### config.mk
export PLATFORM = sky130hd
export DESIGN_NAME = bsg_gateway_tag_serializer
export DESIGN_NICKNAME = d
export VERILOG_FILES = /design/src/rtl/bsg_gateway_tag_serializer.sv
export SDC_FILE = /design/constraint.sdc
export NUM_CORES = 1
export LEC_CHECK = 0
export BUFFER_PORTS_ARGS = -buffer_cell sky130_fd_sc_hd__buf_2
export CELL_PAD_IN_SITES_DETAIL_PLACEMENT = 1
export CELL_PAD_IN_SITES_GLOBAL_PLACEMENT = 1
export CORE_MARGIN = 2
export CORE_UTILIZATION = 44
export CTS_CLUSTER_SIZE = 10
export DETAILED_ROUTE_END_ITERATION = 12
export PLACE_DENSITY_LB_ADDON = 0.3
export SETUP_SLACK_MARGIN = 0.4
export SKIP_LAST_GASP = 1
export SLEW_MARGIN = 25
export SYNTH_ARGS = -nofsm -noshare
export SYNTH_HDL_FRONTEND = slang
export SYNTH_SLANG_ARGS = --single-unit
### constraint.sdc
create_clock -name clk_i -period 8.9 [get_ports clk_i]
set_input_delay 0.89 -clock clk_i [delete_from_list [all_inputs] [get_ports clk_i]]
set_output_delay 0.89 -clock clk_i [all_outputs]
set_load 0.1 [all_outputs]
### src/rtl/bsg_gateway_tag_serializer.sv
// Serializes tag packets (start bit, nodeid, data_not_reset, len, payload) onto a one-bit tag line.
// Define BSG_GATEWAY_TAG_SER_GAP_EN to insert an 8-cycle quiet gap after each packet.
module bsg_gateway_tag_serializer #(
    parameter int num_masters_p       = 2,
    parameter int els_p               = 1024,
    parameter int lg_width_p          = 4,
    parameter int max_payload_width_p = 15
) (
    input  logic                           clk_i,
    input  logic                           reset_i,
    input  logic                           v_i,
    input  logic [num_masters_p-1:0]       masters_i,
    input  logic [$clog2(els_p)-1:0]       nodeid_i,
    input  logic                           data_not_reset_i,
    input  logic [lg_width_p-1:0]          len_i,
    input  logic [max_payload_width_p-1:0] payload_i,
    output logic                           ready_o,
    output logic                           tag_data_o,
    output logic [num_masters_p-1:0]       tag_en_o,
    output logic                           busy_o,
    output logic [15:0]                    pkt_count_o
);

    localparam int lg_els_lp   = $clog2(els_p);
    localparam int hdr_bits_lp = 2 + lg_els_lp + lg_width_p;
    localparam int cnt_max_lp  = (hdr_bits_lp > max_payload_width_p) ? hdr_bits_lp : max_payload_width_p;
    localparam int cnt_w_lp    = $clog2(cnt_max_lp + 1);

    localparam logic [cnt_w_lp-1:0] hdr_last_lp = cnt_w_lp'(hdr_bits_lp - 1);
    localparam logic [cnt_w_lp-1:0] cnt_one_lp  = cnt_w_lp'(1);

    typedef enum logic [1:0] {
        IDLE,
        HDR,
        PAYLOAD
`ifdef BSG_GATEWAY_TAG_SER_GAP_EN
        , GAP
`endif
    } state_e;

    state_e                         st_q, st_d;
    logic [cnt_w_lp-1:0]            cnt_q, cnt_d;
    logic [num_masters_p-1:0]       masters_q, masters_d;
    logic [lg_els_lp-1:0]           nodeid_q, nodeid_d;
    logic                           dnr_q, dnr_d;
    logic [lg_width_p-1:0]          len_q, len_d;
    logic [max_payload_width_p-1:0] payload_q, payload_d;
    logic                           tag_data_q, tag_data_d;
    logic [num_masters_p-1:0]       tag_en_q, tag_en_d;
    logic [15:0]                    pkt_count_q, pkt_count_d;
`ifdef BSG_GATEWAY_TAG_SER_GAP_EN
    logic [2:0]                     gap_cnt_q, gap_cnt_d;
`endif

    logic                           last_bit_c;
    logic [lg_width_p-1:0]          len_clamped_c;
    logic [hdr_bits_lp-1:0]         hdr_vec_c, hdr_sh_c;
    logic [max_payload_width_p-1:0] pl_sh_c;

    always_comb begin
        st_d          = st_q;
        cnt_d         = cnt_q;
        masters_d     = masters_q;
        nodeid_d      = nodeid_q;
        dnr_d         = dnr_q;
        len_d         = len_q;
        payload_d     = payload_q;
        pkt_count_d   = pkt_count_q;
        last_bit_c    = 1'b0;
`ifdef BSG_GATEWAY_TAG_SER_GAP_EN
        gap_cnt_d     = gap_cnt_q;
`endif
        // Clamping at latch time keeps the sent len field and the payload count consistent.
        len_clamped_c = (32'(len_i) > max_payload_width_p) ? lg_width_p'(max_payload_width_p) : len_i;

        case (st_q)
            IDLE: begin
                if (v_i) begin
                    masters_d = masters_i;
                    nodeid_d  = nodeid_i;
                    dnr_d     = data_not_reset_i;
                    len_d     = len_clamped_c;
                    payload_d = payload_i;
                    cnt_d     = '0;
                    st_d      = HDR;
                end
            end
            HDR: begin
                if (cnt_q == hdr_last_lp) begin
                    cnt_d = '0;
                    if (len_q != '0) st_d = PAYLOAD;
                    else             last_bit_c = 1'b1;
                end else begin
                    cnt_d = cnt_q + cnt_one_lp;
                end
            end
            PAYLOAD: begin
                if (cnt_q + cnt_one_lp == cnt_w_lp'(len_q)) begin
                    cnt_d      = '0;
                    last_bit_c = 1'b1;
                end else begin
                    cnt_d = cnt_q + cnt_one_lp;
                end
            end
`ifdef BSG_GATEWAY_TAG_SER_GAP_EN
            GAP: begin
                if (gap_cnt_q == 3'd7) st_d = IDLE;
                else                   gap_cnt_d = gap_cnt_q + 3'd1;
            end
`endif
            default: st_d = IDLE;
        endcase

        if (last_bit_c) begin
`ifdef BSG_GATEWAY_TAG_SER_GAP_EN
            st_d      = GAP;
            gap_cnt_d = '0;
`else
            st_d      = IDLE;
`endif
            if (pkt_count_q != 16'hFFFF) pkt_count_d = pkt_count_q + 16'd1;
        end

        // Outputs are registered, so the bit for the next cycle is picked from next-state values.
        hdr_vec_c  = {len_d, dnr_d, nodeid_d, 1'b1};
        hdr_sh_c   = hdr_vec_c >> cnt_d;
        pl_sh_c    = payload_d >> cnt_d;
        tag_data_d = 1'b0;
        tag_en_d   = '0;
        if (st_d == HDR) begin
            tag_data_d = hdr_sh_c[0];
            tag_en_d   = masters_d;
        end else if (st_d == PAYLOAD) begin
            tag_data_d = pl_sh_c[0];
            tag_en_d   = masters_d;
        end
    end

    always_ff @(posedge clk_i) begin
        if (reset_i) begin
            st_q        <= IDLE;
            cnt_q       <= '0;
            masters_q   <= '0;
            nodeid_q    <= '0;
            dnr_q       <= 1'b0;
            len_q       <= '0;
            payload_q   <= '0;
            tag_data_q  <= 1'b0;
            tag_en_q    <= '0;
            pkt_count_q <= '0;
`ifdef BSG_GATEWAY_TAG_SER_GAP_EN
            gap_cnt_q   <= '0;
`endif
        end else begin
            st_q        <= st_d;
            cnt_q       <= cnt_d;
            masters_q   <= masters_d;
            nodeid_q    <= nodeid_d;
            dnr_q       <= dnr_d;
            len_q       <= len_d;
            payload_q   <= payload_d;
            tag_data_q  <= tag_data_d;
            tag_en_q    <= tag_en_d;
            pkt_count_q <= pkt_count_d;
`ifdef BSG_GATEWAY_TAG_SER_GAP_EN
            gap_cnt_q   <= gap_cnt_d;
`endif
        end
    end

    assign ready_o     = (st_q == IDLE);
    assign busy_o      = (st_q != IDLE);
    assign tag_data_o  = tag_data_q;
    assign tag_en_o    = tag_en_q;
    assign pkt_count_o = pkt_count_q;

endmodule

==> results.py <==
metrics = {
    "critical_path": {
        "end_kind": "register",
        "critPathMaxStageDelay_ps": 690,
        "rrSetupSlack_ps": 5110,
        "start_kind": "register",
        "r2r-end": "tag_data_o",
        "cp_cell_sequence": "ha_1, nand3_1, inv_1, ha_1, nand2b_1, nand4_1, a32oi_1, and2_1, mux2i_1, mux2i_1, mux2_2, o2111ai_1, o22ai_1",
        "critical_path_class": "register to register",
        "worstPathMaxFanout": 17,
        "r2r_start": "cnt_q[0]",
        "reg2reg_depth": 13,
        "required_ps": 9120,
        "cpMaxStageDelayCell": "and2_1",
        "cp.arrival_ps": 4020,
    },
    "clock_network": {
        "path_clk_slew_ps": 70,
        "cts_max_level": 3,
        "cts_setup_buffers": 0,
        "ctsResizeCount": 0,
        "clk_latency_ps": 340,
        "cts_root_buf": "clkbuf_8",
        "cts_tree": "built",
        "ctsHoldBuffers": 0,
        "numCtsBuffers": 9,
        "cts.sinks": 58,
        "clk_path_buf_depth": 2,
    },
    "grt": {
        "grt_max_degree": 56,
        "grt_first_pass_wirelength_mm": 15.5,
        "grt-ovfl-total": 0,
        "grt_usage_pct": 26.2,
        "grt_pass1_vias": 3113,
        "grt_antenna_before_repair": 0,
    },
    "floorplanning": {
        "dieArea_um2": 7790,
        "die_w_um": 88.3,
        "coreArea_um2": 6830,
        "initial_utilization_pct": 45.8,
        "io_pins": 56,
        "die_h_um": 88.3,
        "row_count": 30,
    },
    "drt": {
        "vias_per_cell": 5.69,
        "ant_nets": 0,
        "first_pass_iters": 4,
        "wl_per_cell_um": 17.6,
        "drc": 0,
        "dr.first_iter.drc_count": 146,
        "num_vias": 3102,
        "wl_mm": 9.62,
    },
    "place": {
        "dp.cells": 529,
        "placed_cell_area_um2": 3440,
        "gp_congestion": 0.927,
        "dpl.hpwl_mm": 6.47,
        "place.port_buffers": 55,
    },
    "synthesis": {
        "ys_ff_latch": 58,
        "syn_nets": 440,
        "syn_area_um2": 3130,
        "synth-edff-count": 0,
        "ys_warn_count": 0,
        "avgSynthCellArea_um2": 7.87,
        "syn_inst": 397,
        "synthTopCellsByArea": "dfxtp_1, nand2_1, a21oi_1",
        "async_flop_share_pct": 0,
        "ys_types": 58,
        "synth_top_area_share_pct": 37.1,
        "yosysSeqAreaShare_pct": 37.1,
        "synth_area_leader_cell": "dfxtp_1",
        "synth-main-ff-cell": "dfxtp_1",
    },
    "sta": {
        "relSlewSlack_pct": 48.0,
        "finalCritPeriodShare_pct": 42.6,
        "fin_worst_skew_ps": 7.70,
        "fin_crit_ps": 3790,
        "rsz0062_at_grt": "false",
        "fin_hold_ws_ps": 461,
        "maxSlewViolCount": 0,
        "tightestPinTransition_ps": 771,
        "max_freq_ghz": 0.264,
        "timing.setup.tns_ps": 0,
        "setup_viol": 0,
        "hold_viol": 0,
    },
    "final_layout": {
        "final_cell_area_um2": 3680,
        "final_common_cell": "nand2_1",
        "diodes": 0,
        "instances_no_fill": 545,
        "area_growth_syn_to_layout_pct": 17.9,
        "fillers": 895,
        "nNetsFinal": 487,
        "drive_above_1_share_pct": 18.5,
        "final_cell_mix": "nand2_1, dfxtp_1, buf_2",
    },
    "pwr": {
        "vdd_drop_max_v": 0.0000841,
        "power_mw": 0.699,
        "p_leak_nw": 1.52,
        "p_per_area_nw_per_um2": 190,
    },
    "hold_path": {
        "worstHoldPathType": "register to register",
        "hold_path_depth": 2,
        "hold_end": "payload_q[10]",
        "worstHoldStart": "payload_q[10]",
    },
    "run_status": {
        "outcome": "complete, no violations",
    },
    "run": {
        "cap_viol_max_count": 0,
    },
}
power breakdown:
part | switching (mW) | internal (mW)
registers | 0.00928 | 0.272
clock network | 0.109 | 0.180
logic | 0.0868 | 0.0412
total | 0.205 | 0.494
worst max-delay path: cells and delay by family (launching register included):
kind,cells,cell delay (ps)
adders and majority gates,2,530
and+or+nand+nor,4,1160
DFF,1,430
buffers and inverters,1,90
AOI/OAI and AO/OA,3,620
muxes,3,830
worst max-delay path by stage:
stage	startpoint	endpoint	slack, ps
after floorplan	st_q[1]	tag_data_o	4950
after global placement	cnt_q[0]	tag_data_o	5540
after detailed placement	cnt_q[0]	tag_data_o	5320
after CTS	cnt_q[0]	tag_data_o	5160
after global routing	cnt_q[0]	tag_data_o	4780
final	cnt_q[0]	tag_data_o	5110
flip-flops by register name, summed over array words and instances (netlist names):
name and flops:
pkt_count_o 16, payload_q 15, nodeid_q 10, cnt_q 5, len_q 4, masters_q 2, st_q 2, tag_en_o 2
dnr_q 1, tag_data_o 1
logic make-up after synthesis:
family	Yosys count	synth area share, %
fa+ha+maj	8	3.20
buf+inv	34	4.52
mux	16	6.00
compound gates	94	18.9
flops	58	37.1
simple gates	169	24.9
xor+xnor	18	5.28
per-stage QoR:
stage / util, % / worst slack [ps]
6_report: 53.9 / 5110
5_1_grt: 53.9 / 4780
4_1_cts: 53.9 / 5160
3_5_place_dp: 50.4 / 5320
3_3_place_gp: 50.4 / 5540
2_1_floorplan: - / 4950
metal layers:
metal	track usage, %	wire length (um)	vias up	share of wire [%]
li1	-	-	1479	-
met1	33.6	4280	1532	44
met2	43.1	4800	73	50
met3	4.76	347	18	3.6
met4	11.7	191	0	2.0
met5	0	0	-	0
layout make-up:
| class | count | area (um^2) | area share (%) |
|---|---|---|---|
| Clock buffer | 12 | 165 | 4.48 |
| Clock inverter | 4 | 72.6 | 1.97 |
| Inverter | 13 | 48.8 | 1.32 |
| Multi-Input combinational cell | 305 | 1820 | 49.5 |
| Sequential cell | 58 | 1160 | 31.5 |
| Tap cell | 96 | 120 | 3.26 |
| Timing Repair Buffer | 57 | 293 | 7.95 |
Yosys cell counts (all sizes together) (4+ instances only):
cell     n
a211oi   4
a21oi   46
and2     9
and3     4
buf      7
clkbuf  14
dfxtp   58
ha       8
inv     13
mux2i   12
nand2   83
nand3   13
nand4    4
nor2    29
nor3     5
o21ai   15
or3      9
xnor2   10
xor2     8
(Power assumes the default switching activity.)
